## config.mk

```make
export PLATFORM = sky130hd
export DESIGN_NAME = abs_enc_poll_sched
export DESIGN_NICKNAME = d
export VERILOG_FILES = /design/src/rtl/abs_enc_poll_sched.sv
export SDC_FILE = /design/constraint.sdc
export NUM_CORES = 1
export LEC_CHECK = 0
export ABC_AREA = 1
export BUFFER_PORTS_ARGS = -buffer_cell sky130_fd_sc_hd__buf_2
export CORE_MARGIN = 5
export CORE_UTILIZATION = 55
export CTS_CLUSTER_DIAMETER = 30
export DETAILED_ROUTE_END_ITERATION = 7
export GPL_ROUTABILITY_DRIVEN = 0
export PLACE_DENSITY_LB_ADDON = 0.25
export SYNTH_ARGS = -nofsm -noshare
export SYNTH_HDL_FRONTEND = slang
export SYNTH_SLANG_ARGS = --single-unit
export TNS_END_PERCENT = 20
```

## constraint.sdc

```tcl
create_clock -name clk -period 5.1 [get_ports clk]
set_input_delay 0.765 -clock clk [delete_from_list [all_inputs] [get_ports clk]]
set_output_delay 0.765 -clock clk [all_outputs]
set_load 0.02 [all_outputs]
```

## src/rtl/abs_enc_poll_sched.sv

```systemverilog
// Round-robin SSI poller: one shift engine shared across NUM_CH absolute encoders,
// shadow bank copied to pos_out once per sweep. Optional parity check: ABS_ENC_PARITY_EN.
module abs_enc_poll_sched #(
    parameter int NUM_CH   = 16,
    parameter int DATA_W   = 16,
    parameter int CLK_DIV  = 25,
    parameter int MONO_CYC = 500
) (
    input  logic                     clk,
    input  logic                     rst_n,
    input  logic                     enable,
    input  logic                     freeze,
    input  logic [NUM_CH-1:0]        ch_mask,
    input  logic [NUM_CH-1:0]        ssi_data,
    output logic                     ssi_clk,
    output logic [NUM_CH-1:0]        ssi_cs_n,
    output logic [NUM_CH*DATA_W-1:0] pos_out,
    output logic [NUM_CH-1:0]        upd_flags,
    output logic [NUM_CH-1:0]        err_flags,
    output logic                     sweep_done,
    output logic                     busy
);
`ifdef ABS_ENC_PARITY_EN
    localparam int NBIT = DATA_W + 1;
`else
    localparam int NBIT = DATA_W;
`endif
    localparam int IDX_W   = (NUM_CH > 1) ? $clog2(NUM_CH) : 1;
    localparam int CNT_MAX = (CLK_DIV > MONO_CYC) ? CLK_DIV : MONO_CYC;
    localparam int CNT_W   = $clog2(CNT_MAX + 1);
    localparam int BIT_W   = $clog2(NBIT + 1);

    typedef enum logic [2:0] {IDLE, SELECT, SHIFT, STORE, RECOVER, COPY_WAIT} state_t;

    state_t                           state_q, state_d;
    logic [IDX_W-1:0]                 idx_q, idx_d;
    logic [CNT_W-1:0]                 cnt_q, cnt_d;
    logic [BIT_W-1:0]                 bit_q, bit_d;
    logic                             phase_q, phase_d;
    logic [NBIT-1:0]                  sr_q, sr_d;
    logic [NUM_CH-1:0][DATA_W-1:0]    shadow_q, shadow_d;
    logic [NUM_CH-1:0][DATA_W-1:0]    pos_q, pos_d;
    logic [NUM_CH-1:0]                shd_upd_q, shd_upd_d;
    logic [NUM_CH-1:0]                upd_q, upd_d;
    logic                             done_q, done_d;
    logic                             ssi_clk_q, ssi_clk_d;
    logic [NUM_CH-1:0]                cs_n_q, cs_n_d;
    logic [NUM_CH-1:0]                sync1_q, sync2_q;
`ifdef ABS_ENC_PARITY_EN
    logic [NUM_CH-1:0]                shd_err_q, shd_err_d;
    logic [NUM_CH-1:0]                err_q, err_d;
`endif

    // {found, index} of the lowest set mask bit at or above 'from'
    function automatic logic [IDX_W:0] find_set(input logic [NUM_CH-1:0] m, input int from);
        logic [IDX_W:0] r;
        r = '0;
        for (int i = NUM_CH - 1; i >= 0; i--)
            if (i >= from && m[i]) r = {1'b1, IDX_W'(i)};
        return r;
    endfunction

    logic [IDX_W:0]    lo_sel, up_sel;
    logic [DATA_W-1:0] word;
    logic              word_ok;

    assign lo_sel = find_set(ch_mask, 0);
    assign up_sel = find_set(ch_mask, int'(idx_q) + 1);
    assign word   = sr_q[NBIT-1 -: DATA_W];
`ifdef ABS_ENC_PARITY_EN
    assign word_ok = ((^word) == sr_q[0]);
`else
    assign word_ok = 1'b1;
`endif

    always_comb begin
        state_d   = state_q;
        idx_d     = idx_q;
        cnt_d     = cnt_q;
        bit_d     = bit_q;
        phase_d   = phase_q;
        sr_d      = sr_q;
        shadow_d  = shadow_q;
        pos_d     = pos_q;
        shd_upd_d = shd_upd_q;
        upd_d     = upd_q;
        done_d    = 1'b0;
`ifdef ABS_ENC_PARITY_EN
        shd_err_d = shd_err_q;
        err_d     = err_q;
`endif
        case (state_q)
            IDLE: begin
                if (enable && lo_sel[IDX_W]) begin
                    state_d = SELECT;
                    idx_d   = lo_sel[IDX_W-1:0];
                    cnt_d   = '0;
                end
            end
            SELECT: begin
                if (cnt_q == CNT_W'(CLK_DIV - 1)) begin
                    state_d = SHIFT;
                    cnt_d   = '0;
                    bit_d   = '0;
                    phase_d = 1'b0;
                end else begin
                    cnt_d = cnt_q + 1'b1;
                end
            end
            SHIFT: begin
                if (cnt_q == CNT_W'(CLK_DIV - 1)) begin
                    cnt_d = '0;
                    if (!phase_q) begin
                        phase_d = 1'b1;
                    end else begin
                        // last cycle of the high phase: take the synchronised bit
                        sr_d    = {sr_q[NBIT-2:0], sync2_q[idx_q]};
                        phase_d = 1'b0;
                        if (bit_q == BIT_W'(NBIT - 1)) state_d = STORE;
                        else                            bit_d   = bit_q + 1'b1;
                    end
                end else begin
                    cnt_d = cnt_q + 1'b1;
                end
            end
            STORE: begin
                if (word_ok) begin
                    shadow_d[idx_q]  = word;
                    shd_upd_d[idx_q] = 1'b1;
                end
`ifdef ABS_ENC_PARITY_EN
                else begin
                    shd_err_d[idx_q] = 1'b1;
                end
`endif
                state_d = RECOVER;
                cnt_d   = '0;
            end
            RECOVER: begin
                if (cnt_q == CNT_W'(MONO_CYC - 1)) begin
                    cnt_d = '0;
                    if (enable && up_sel[IDX_W]) begin
                        state_d = SELECT;
                        idx_d   = up_sel[IDX_W-1:0];
                    end else begin
                        state_d = COPY_WAIT;
                    end
                end else begin
                    cnt_d = cnt_q + 1'b1;
                end
            end
            COPY_WAIT: begin
                if (!freeze) begin
                    for (int k = 0; k < NUM_CH; k++)
                        if (shd_upd_q[k]) pos_d[k] = shadow_q[k];
                    upd_d     = shd_upd_q;
                    shd_upd_d = '0;
                    done_d    = 1'b1;
`ifdef ABS_ENC_PARITY_EN
                    err_d     = shd_err_q;
                    shd_err_d = '0;
`endif
                    cnt_d = '0;
                    if (enable && lo_sel[IDX_W]) begin
                        state_d = SELECT;
                        idx_d   = lo_sel[IDX_W-1:0];
                    end else begin
                        state_d = IDLE;
                    end
                end
            end
            default: state_d = IDLE;
        endcase

        // Pins are decoded from next state so they register in step with the FSM
        ssi_clk_d = !(state_d == SHIFT && !phase_d);
        cs_n_d    = (state_d == SELECT || state_d == SHIFT) ? ~(NUM_CH'(1) << idx_d) : '1;
    end

    always_ff @(posedge clk) begin
        if (!rst_n) begin
            state_q   <= IDLE;
            idx_q     <= '0;
            cnt_q     <= '0;
            bit_q     <= '0;
            phase_q   <= 1'b0;
            sr_q      <= '0;
            shadow_q  <= '0;
            pos_q     <= '0;
            shd_upd_q <= '0;
            upd_q     <= '0;
            done_q    <= 1'b0;
            ssi_clk_q <= 1'b1;
            cs_n_q    <= '1;
            sync1_q   <= '0;
            sync2_q   <= '0;
`ifdef ABS_ENC_PARITY_EN
            shd_err_q <= '0;
            err_q     <= '0;
`endif
        end else begin
            state_q   <= state_d;
            idx_q     <= idx_d;
            cnt_q     <= cnt_d;
            bit_q     <= bit_d;
            phase_q   <= phase_d;
            sr_q      <= sr_d;
            shadow_q  <= shadow_d;
            pos_q     <= pos_d;
            shd_upd_q <= shd_upd_d;
            upd_q     <= upd_d;
            done_q    <= done_d;
            ssi_clk_q <= ssi_clk_d;
            cs_n_q    <= cs_n_d;
            sync1_q   <= ssi_data;
            sync2_q   <= sync1_q;
`ifdef ABS_ENC_PARITY_EN
            shd_err_q <= shd_err_d;
            err_q     <= err_d;
`endif
        end
    end

    assign ssi_clk    = ssi_clk_q;
    assign ssi_cs_n   = cs_n_q;
    assign pos_out    = pos_q;
    assign upd_flags  = upd_q;
    assign sweep_done = done_q;
    assign busy       = (state_q != IDLE);
`ifdef ABS_ENC_PARITY_EN
    assign err_flags  = err_q;
`else
    assign err_flags  = '0;
`endif

endmodule
```

==> metrics.txt <==
Ports 343; register bit total from synthesis 632; # setup viols final 0; power per standard cell area 447 nW/um2; Port Buffer Count 326; Post-synth top flop dfxtp_1; Max Cap Viol 0; core area 41700 um2; fmax 291 MHz; final net count 3356; worst stage delay on the critical path 770 ps; Final Max Tran Viols 0; setup bufs post-CTS 0; Slew headroom 6.77%; Via Count 21.1k; post-synth top area cell dfxtp_1; Crit path max-delay family simple AND/OR/NAND/NOR gates; drt pass-1 iters 8; crit start category flip-flop; post-synth top area share 54.9%; # DRC 0; setup TNS 0 ps; GR Overflow Total 0; DP Wirelength 42300 um; Period Utilization, post-route 67.5%; synth warn 0; antenna violations before repair 0; post-CTS sizing 0; average cell area after synthesis 7.66 um2; share of layout cells above drive strength 1 17.7%; Setup CP Type flip-flop to flip-flop; final hold slack 312 ps; EDFF count, synth 0; Fillers 3283; die area 46100 um2; final WL 68300 um; largest net degree at the start of global routing 315; Worst path slowest cell dfxtp_1; Synth Cell Area 23000 um2; starting density of the core 55.3%; unrepaired setup endpoints after global routing false; main area contributors after synthesis dfxtp_1 55%, nor2_1 19%, o21ai_0 12%, nand2_1 2.6%, clkbuf_1 2.3%; Final min period 3440 ps; Mapped Cells 3008; drt wl/cell 17.3 um; CP Buf/Inv Count 3; crit-path max FO 19; Root Buffer Master clkbuf_16; Critical Path AT 3930 ps; Iter 0 DRT Violations 2241; Cell variety after synth 52; Peak VDD IR 0.275 mV; register area share after synthesis 54.9%; n_diodes 0; FP Rows 75; CTS tree done; chip height 215 um; Tot Pwr 12.9 mW; cells along the critical path inv_1, ha_1, inv_1, nor2_4, nand2_1, nand2_1, o21ai_2, nand2_1, nand3_2, nor2_4, nand3_4, nand3_4, nand2_2, nand2_1, nand2_2, nand2_2, nand2_2, inv_4, nand4_1; worst-case clock skew 22.8 ps; H-tree lvl count 3; status complete, no violations; Worst-Skew Late Latency 630 ps; Req. time, crit path 5590 ps; hold_buf cts 0; first-pass GRT wire length 107000 um; utilization after layout 69.0%; Critical Path End Type flip-flop; remaining antenna violation count after routing 0; hold crit path type primary input to flip-flop; Syn-to-layout area delta 24.7%; CTS Sinks 632; DR vias/cell 5.34; number of global-route vias before repair 20.0k; Num CTS Buffers 112; Worst-Margin Slew 1400 ps; Max Root-Sink Buffers 3; P_leak 13.8 nW; GRT Resource Usage Total 28.1%; Die X-Extent 215 um; ys async rst share 0%; Worst-path clk slew 50 ps; final hold viol count 0
==> registers in the layout, summed over array words and instances (netlist names) <==
register / count
ssi_clk: 1
bit_q: 5
cnt_q: 9
idx_q: 4
sr_q: 16
ssi_cs_n: 16
pos_out: 256
upd_flags: 16
sync1_q: 16
sweep_done: 1
phase_q: 1
shadow_q: 256
sync2_q: 16
state_q: 3
shd_upd_q: 16
==> logic make-up (layout without fill, tap and decap cells) <==
kind of cell               after synthesis  count (layout)  share of synthesized area, %
and+or+nand+nor                       1405            1405                          24.6
other                                    1              16                        0.0163
buffers and inverters                  330             711                          5.84
adders and majority gates               11              11                         0.597
xor gates and xnor gates                 3               3                         0.114
DFF                                    632             632                          54.9
AOI/OAI and AO/OA                      626             626                          13.9
==> layout make-up <==
class | instances | area, um2 | area share, %
clock buffers | 143 | 3110 | 10.8
clock inverters | 66 | 790 | 2.75
inverters | 155 | 591 | 2.06
multi-input cells | 2061 | 9100 | 31.7
flip-flops and latches | 632 | 12700 | 44.0
well taps | 539 | 674 | 2.35
repair buffers | 347 | 1810 | 6.31
==> synthesized netlist by cell type, types with 2 or more instances <==
master,number
o21bai_1,3
inv_2,6
a211oi_1,2
nor3b_1,3
nor3_1,8
clkinv_1,18
buf_2,15
nor2_8,2
a21oi_4,2
a31oi_1,3
nor2_4,7
ha_1,11
a21oi_1,47
nand2_4,7
o22ai_1,6
inv_1,127
dfxtp_1,632
o21ai_2,2
nand2_2,11
xor2_1,2
o21ai_0,550
buf_4,17
nand4_1,25
nand3_1,22
nor2_2,4
nand3_2,3
nor2_1,1143
buf_6,2
nand2_1,159
o21ai_1,5
nand3_4,2
inv_4,3
clkbuf_1,140
==> placed cells by master, fill, tap and decap left out, types with 7 or more instances in the layout <==
cell type      n
nand2_2       11
clkinv_1      17
ha_1          11
nand2_4        7
nor3_1         8
conb_1        16
clkbuf_1      13
bufinv_16     14
clkinvlp_4    14
inv_1        127
nor2_4         7
clkbuf_16    113
a21oi_1       47
clkinv_2      20
nor2_1      1142
o21ai_0      550
nand3_1       22
clkbuf_8      17
inv_2          7
buf_4         20
nand2_1      159
inv_6         12
nand4_1       25
buf_2        325
dfxtp_1      632
==> path summary, 6_finish.rpt <==
kind	from	to	slack [ps]	cells after the start
worst min register to register	sync1_q[10]	sync2_q[10]	410	2
worst max register to register	idx_q[0]	ssi_cs_n[12]	1660	19
worst max-delay path	idx_q[0]	ssi_cs_n[12]	1660	19
worst min-delay path	ssi_data[4]	sync1_q[4]	310	3
==> through the flow <==
step	cell area (um2)	setup slack, ps	std cells
2_1_floorplan	23100	2460	3023
3_3_place_gp	24800	1630	3734
3_5_place_dp	24800	1590	3734
4_1_cts	28700	1690	3943
5_1_grt	28700	1340	3943
6_report	28700	1660	3943
==> power breakdown <==
group / switching [mW] / internal, mW
Combinational: 0.230 / 0.0942
Sequential: 0.0137 / 4.97
Clock: 2.54 / 5.02
Total: 2.78 / 10.1
==> worst reg2reg max path, delay by kind of cell (launching register included) <==
| kind | cells | cell delay, ps |
|---|---|---|
| simple gates | 14 | 1440 |
| compound gates | 1 | 60 |
| fa+ha+maj | 1 | 450 |
| buf+inv | 3 | 590 |
| flops | 1 | 770 |
==> metal layers <==
layer	part of all wire (%)	up-vias	global-route usage [%]	wire length [um]
met5	0	-	0	0
met4	2.9	0	10.2	1970
met3	8.0	145	5.84	5430
met2	47	880	46.5	32300
met1	42	9820	36.4	28600
li1	-	10209	-	-
(Power assumes the default switching activity.)
